[config.mk]
export PLATFORM = sky130hd
export DESIGN_NAME = shift_seq_flat
export DESIGN_NICKNAME = d
export VERILOG_FILES = /design/src/rtl/shift_seq_if.sv /design/src/rtl/shift_seq.sv /design/src/flat_wrapper.sv
export SDC_FILE = /design/constraint.sdc
export NUM_CORES = 1
export LEC_CHECK = 0
export ABC_AREA = 1
export ABC_CLOCK_PERIOD_IN_PS = 1580
export CAP_MARGIN = 30
export CORE_UTILIZATION = 50
export CTS_CLUSTER_DIAMETER = 50
export CTS_CLUSTER_SIZE = 24
export DETAILED_ROUTE_END_ITERATION = 8
export HOLD_SLACK_MARGIN = 0.1
export PLACE_DENSITY = 0.79
export SLEW_MARGIN = 5
export SYNTH_ARGS = -nofsm -noshare
export SYNTH_HDL_FRONTEND = slang
export SYNTH_SLANG_ARGS = --single-unit
[constraint.sdc]
create_clock -name clk -period 1.58 [get_ports clk]
set_clock_uncertainty 0.05 [all_clocks]
set_input_delay 0.316 -clock clk [delete_from_list [all_inputs] [get_ports clk]]
set_output_delay 0.316 -clock clk [all_outputs]
set_load 0.01 [all_outputs]
[src/rtl/shift_seq_if.sv]
// Handshake/bus bundle for shift_seq: request fields in, registered result out.
// The carry signal exists only when SHIFT_SEQ_CARRY_EN is defined.
interface shift_seq_if;
  logic       start;
  logic [7:0] A;
  logic [1:0] opc;
  logic [2:0] amt;
  logic [7:0] out;
  logic       busy;
  logic       done;
`ifdef SHIFT_SEQ_CARRY_EN
  logic       carry;
`endif

`ifdef SHIFT_SEQ_CARRY_EN
  modport master (output start, A, opc, amt, input out, busy, done, carry);
  modport slave  (input start, A, opc, amt, output out, busy, done, carry);
`else
  modport master (output start, A, opc, amt, input out, busy, done);
  modport slave  (input start, A, opc, amt, output out, busy, done);
`endif
endinterface

[src/rtl/shift_seq.sv]
// Multi-cycle 8-bit rotate/shift sequencer, one bit position per clock.
// Optional carry-out of the last shifted bit: define SHIFT_SEQ_CARRY_EN.
module shift_seq (
  input  logic         clk,
  input  logic         rst,
  shift_seq_if.slave   bus
);
  typedef enum logic [1:0] {IDLE = 2'd0, SHIFT = 2'd1, DONE = 2'd2} state_t;
  localparam logic [1:0] OP_ROTR = 2'b00, OP_SLA = 2'b01, OP_SRA = 2'b10, OP_SRL = 2'b11;

  state_t     state_q, state_d;
  logic [7:0] wr_q, wr_d;
  logic [1:0] op_q, op_d;
  logic [2:0] cnt_q, cnt_d;
  logic [7:0] out_q, out_d;
  logic [7:0] step_val;
  logic       step_c;

  // Single-bit step of the working register; step_c is the bit leaving it.
  always_comb begin
    step_val = wr_q;
    step_c   = wr_q[0];
    case (op_q)
      OP_ROTR: step_val = {wr_q[0], wr_q[7:1]};
      OP_SLA:  begin step_val = {wr_q[6:0], 1'b0}; step_c = wr_q[7]; end
      OP_SRA:  step_val = {wr_q[7], wr_q[7:1]};
      OP_SRL:  step_val = {1'b0, wr_q[7:1]};
      default: step_val = wr_q;
    endcase
  end

`ifdef SHIFT_SEQ_CARRY_EN
  logic carry_q, carry_d;
`endif

  always_ff @(posedge clk or posedge rst) begin
    if (rst) begin
      state_q <= IDLE;
      wr_q    <= 8'h00;
      op_q    <= 2'b00;
      cnt_q   <= 3'd0;
      out_q   <= 8'h00;
`ifdef SHIFT_SEQ_CARRY_EN
      carry_q <= 1'b0;
`endif
    end else begin
      state_q <= state_d;
      wr_q    <= wr_d;
      op_q    <= op_d;
      cnt_q   <= cnt_d;
      out_q   <= out_d;
`ifdef SHIFT_SEQ_CARRY_EN
      carry_q <= carry_d;
`endif
    end
  end

  // Result registers are loaded on the edge that enters DONE, so they are
  // already valid while done is high and hold until the next completion.
  always_comb begin
    state_d = state_q;
    wr_d    = wr_q;
    op_d    = op_q;
    cnt_d   = cnt_q;
    out_d   = out_q;
`ifdef SHIFT_SEQ_CARRY_EN
    carry_d = carry_q;
`endif
    case (state_q)
      IDLE: if (bus.start) begin
        wr_d  = bus.A;
        op_d  = bus.opc;
        cnt_d = bus.amt;
        if (bus.amt == 3'd0) begin
          state_d = DONE;
          out_d   = bus.A;
`ifdef SHIFT_SEQ_CARRY_EN
          carry_d = 1'b0;
`endif
        end else begin
          state_d = SHIFT;
        end
      end
      SHIFT: begin
        wr_d  = step_val;
        cnt_d = cnt_q - 3'd1;
        if (cnt_q == 3'd1) begin
          state_d = DONE;
          out_d   = step_val;
`ifdef SHIFT_SEQ_CARRY_EN
          carry_d = step_c;
`endif
        end
      end
      DONE:    state_d = IDLE;
      default: state_d = IDLE;
    endcase
  end

  always_comb begin
    bus.out  = out_q;
    bus.busy = (state_q != IDLE);
    bus.done = (state_q == DONE);
`ifdef SHIFT_SEQ_CARRY_EN
    bus.carry = carry_q;
`endif
  end

`ifndef SHIFT_SEQ_CARRY_EN
  logic unused_step_c;
  assign unused_step_c = step_c;
`endif
endmodule

[src/flat_wrapper.sv]
// flat-port wrapper written by rule: the top's interface ports become plain ports
module shift_seq_flat 
  (clk, rst, bus_start, bus_A, bus_opc, bus_amt, bus_out, bus_busy, bus_done);
  shift_seq_if bus_i ();
  input  logic clk;
  input  logic rst;
  input wire logic [$bits(bus_i.start)-1:0] bus_start;
  input wire logic [$bits(bus_i.A)-1:0] bus_A;
  input wire logic [$bits(bus_i.opc)-1:0] bus_opc;
  input wire logic [$bits(bus_i.amt)-1:0] bus_amt;
  output wire logic [$bits(bus_i.out)-1:0] bus_out;
  output wire logic [$bits(bus_i.busy)-1:0] bus_busy;
  output wire logic [$bits(bus_i.done)-1:0] bus_done;
  assign bus_i.start = bus_start;
  assign bus_i.A = bus_A;
  assign bus_i.opc = bus_opc;
  assign bus_i.amt = bus_amt;
  assign bus_out = bus_i.out;
  assign bus_busy = bus_i.busy;
  assign bus_done = bus_i.done;
  shift_seq u_core (.clk(clk), .rst(rst), .bus(bus_i));
endmodule
Word-level counts from Yosys, hierarchy flattened
Cells that the tools add are included.

operators by class
  muxes and demuxes = 13
  reduce and logical (&&, ||, !) cells = 9
  add/sub/neg operators = 1
  eq/ne operators = 9

operators by type and width
  operator             count
  $mux 8               4
  $pmux 8 s2           2
  $pmux 8 s4           1
  $eq 2x2->1 const B   3
  $mux 2               3
  $pmux 3 s2           1
  $reduce_and 2->1     3
  $eq 2x1->1 const B   2
  $logic_not 2->1      2
  $ne 2x1->1 const B   2
  $pmux 2 s2           1
  $reduce_and 4->1     1
  $reduce_bool 2->1    2
  $eq 3x1->1 const B   1
  $logic_not 3->1      1
  $mux 3               1
  $sub 3x1->3 const B  1
  $ne 2x2->1 const B   1

storage, ports and cells
  word-level logic and storage cells = 37
  output and inout bits = 10
  register bits after elaboration = 23
  bits of input ports = 16

Longest topological paths before layout
  depth after elaboration = 4
  gate-level depth with buffers = 8
  gate-level depth less buffers = 8

Worst setup path after synthesis
OpenSTA, ideal clock, no wires.

  path type = register to register
  from = register u_core.cnt_q[1]
  to = register u_core.out_q[7], in the netlist u_core.bus.out[7]
  cell stages (with the launch flop) = 9
  data arrival time = 1.059 ns
  buffers on the path = 0
  library setup time = 0.065 ns
  slack = 0.406 ns
  data required time = 1.465 ns
  cells stage by stage = dfrtp_1 inv_1 ha_1 nand2_1 nand2_2 nand2_2 nor2_4 nand3_1 nand2_1

between the ends
  longest elaborated chain between the ends = 3

ends and longest elaborated chain
  what                        line             source
  from (decl)                 shift_seq.sv:14  logic [2:0] cnt_q, cnt_d;
  from (signal assigned)      shift_seq.sv:50  cnt_q <= cnt_d;
  $eq 3x1->1                  shift_seq.sv:87  if (cnt_q == 3'd1) begin
  $ne 2x1->1 (no line)        -
  $reduce_and 4->1 (no line)  -
  to (signal assigned)        shift_seq.sv:51  out_q <= out_d;
  to (decl)                   shift_seq.sv:15  logic [7:0] out_q, out_d;

Every way passes these cells.
A chain may end at the register's enable or synchronous reset.

Final worst setup path
  from = register u_core.state_q[0]
  to = output port bus_busy

between the ends
  longest elaborated chain between the ends = 1

ends and longest elaborated chain
  what                    line                source
  from (decl)             shift_seq.sv:11     state_t state_q, state_d;
  from (signal assigned)  shift_seq.sv:47     state_q <= state_d;
  $reduce_bool 2->1       shift_seq.sv:102    bus.busy = (state_q != IDLE);
  to (decl)               flat_wrapper.sv:12  output wire logic [$bits(bus_i.busy)-1:0] bus_busy;

Every way passes these cells.

==> run summary <==
Total number of vias -> 1123
CTS sink cnt -> 23
Final core utilization -> 0.6859
Mapped cell area -> 1227 um2
Worst relative slew slack -> 0.7999
Synth unique cells -> 19
Worst r2r dst -> u_core.wr_q[6]
PD cells -> 1960 nW/um2
Largest family of logic cells by synthesized area -> simple AND/OR/NAND/NOR gates
Clk pwr share -> 0.090
Routability cong. -> 0.8210
Inserted Diodes -> 0
CTS Buffer Depth -> 2
Sum Neg Setup Slack -> 0 ns
Drt drc -> 0
Min Tclk post-route -> 1.517 ns
Drt initial violations -> 17
Most frequent cells in the layout -> 76 x nand2_1, 23 x dfrtp_1, 17 x inv_1
Port buffer count -> 25
Synthesis-stage register bit count -> 23
Worst EP arrival -> 1.15 ns
Final period util -> 0.9598
Post-layout net count -> 216
CP max-delay cell -> dfrtp_1
Slew Limit Fails -> 0
Max Fclk -> 659.4 MHz
Latest clock arrival within the worst-skew pair -> 0.31 ns
Hold_buf cts -> 0
CTS tree -> done
Switch share -> 0.4570
Post-Syn Instances -> 165
Internal power -> 0.001646 W
Final worst-path setup slack -> 0.06349 ns
Maximum vdd drop -> 1.530 mV
Most common cell after layout, fill and taps aside -> nand2_1
Setup violators final -> 0
Die width -> 51.55 um
Clock transition at path regs -> 0.13 ns
Critical Path Fanout Max -> 3
Drt first pass iters -> 4
R2R depth -> 6
Top Ports -> 26
Tightest Pin Transition -> 0.3001 ns
Compound-gate portion of the synthesized area -> 0.06830
Req. time, crit path -> 1.21 ns
Critical Path, Cell by Cell -> inv_2 -> nand2_2 -> dlygate4sd2_1
Die ar. -> 2657 um2
Post-synthesis mux area share -> 0
Reg2reg start -> u_core.state_q[0]
Post-DP HPWL -> 1954 um
Synth Area in XOR/XNOR -> 0
Max incr delay on CP -> 0.41 ns
Chip height -> 51.55 um
Final wirelength -> 2623 um
GRT overflow -> 0
Largest net degree at the start of global routing -> 24
Initial antenna violation count -> 0
HP Class -> primary input to async pin
GRT Total Usage -> 0.2286
Vias per cell -> 4.991
Reg power frac -> 0.332
Placed standard-cell area -> 1500 um2
Status -> finished, final reports clean
Worst setup path category -> flip-flop to output port
Post-Syn Area per Cell -> 7.439 um2
Adder-cell share of the synthesized area -> 0.02039
Post-Syn Nets -> 183
Post-synthesis sequential area ratio -> 0.4689
R2R setup slack -> 0.13 ns
Fill cells -> 216
Post-route ant nets -> 0
Design Area, Final -> 1546 um2
Final Hold Viols -> 0
Unrepaired setup endpoints after global routing -> false
Rows -> 17
Maxcap violations -> 0
Startpoint types -> flip-flop
First-pass GRT wire length -> 4471 um
Pre-CTS setup slack -> 0.02306 ns
LEAKAGE -> 0.8501 nW
Starting Density -> 0.5444
Layout cell share with drive strength beyond 1 -> 0.1168
Comb pwr share -> 0.578
YS warnings -> 0
Synth Area in Simple Gates -> 0.3558
Placeable Area -> 2255 um2
Net switching power of the design -> 0.001385 W
Tightest hold margin -> 0.2797 ns
CTS HTree Levels -> 1
Vias in the first global route -> 1094
Wire per inst -> 11.66 um
Root Buffer -> clkbuf_4
Syn-to-layout area delta -> 25.99%
TritonCTS Buffers -> 3
Worst Setup End Kind -> output port
==> per-layer routing <==
layer,global-route usage,wire [um]
met2,0.4091,1335
met4,0.08559,34
met3,0.02924,110
met5,0,0
met1,0.2786,1143
==> power groups by stage <==
stage	logic, W	registers [W]	clock network, W
finish	0.00175	0.00101	0.000273
global route	0.00203	0.00104	0.000300
CTS	0.00175	0.00101	0.000283
detailed placement	0.00175	0.00104	0
global placement	0.00170	0.00102	0
floorplan	0.00122	0.00106	0
==> worst max-delay path: cells and delay by family (launching register included) <==
kind,cells,cell delay (ns)
DFF,1,0.41
buffers and inverters,2,0.37
and+or+nand+nor,1,0.07
==> synthesized netlist by cell type (all sizes together) <==
| cell | number | area (um2) |
|---|---|---|
| nand3 | 14 | 82.58 |
| a21oi | 2 | 10.01 |
| clkbuf | 1 | 5.000 |
| nor2 | 6 | 40.04 |
| nand2 | 80 | 307.8 |
| or2 | 1 | 6.260 |
| o21ai | 13 | 65.06 |
| buf | 3 | 30.03 |
| o21a | 1 | 8.760 |
| inv | 19 | 71.32 |
| ha | 2 | 25.02 |
| dfrtp | 23 | 575.6 |
==> per-stage QoR <==
stage                     total power, W  std cells
after floorplan                 0.002271        165
after global placement          0.002729        217
after detailed placement        0.002785        217
after CTS                       0.003040        224
after global routing            0.003361        225
final                           0.003031        225
==> flip-flops by register name (all words and copies together), names as in the netlist <==
name / cells
u_core.bus.out: 8
u_core.cnt_q: 3
u_core.op_q: 2
u_core.state_q: 2
u_core.wr_q: 8
==> logic make-up after synthesis <==
kind of cell,after synthesis
and+or+nand+nor,101
buffers and inverters,23
DFF,23
AOI/OAI and AO/OA,16
adders and majority gates,2
==> worst max path at each step <==
| stage | slack (ns) | cells past startpoint | to | from |
|---|---|---|---|---|
| after global placement | 0.04 | 6 | u_core.bus.out[7] | bus_start |
| after CTS | 0.004 | 3 | bus_done | u_core.state_q[0] |
| after floorplan | 0.41 | 8 | u_core.bus.out[7] | u_core.cnt_q[1] |
| final | 0.06 | 3 | bus_busy | u_core.state_q[0] |
| after global routing | 0.02 | 3 | bus_busy | u_core.state_q[0] |
| after detailed placement | 0.02 | 6 | u_core.bus.out[7] | bus_start |
==> final cells by class <==
| cell class | count | area [um2] | share of cell area |
|---|---|---|---|
| Inverter | 19 | 71.32 | 0.04612 |
| Clock buffer | 4 | 26.28 | 0.01699 |
| Tap cell | 28 | 35.03 | 0.02265 |
| Sequential cell | 23 | 575.6 | 0.3722 |
| Timing Repair Buffer | 32 | 290.3 | 0.1877 |
| Multi-Input combinational cell | 119 | 548.0 | 0.3544 |
==> timing repair <==
action | CTS | global route
setup buffers | 3 | 1
gates resized for setup | 10 | 3
endpoints found under the setup margin | 9 | 7
gates cloned | 0 | 0
Note: power is estimated with default switching activity, not from simulation.
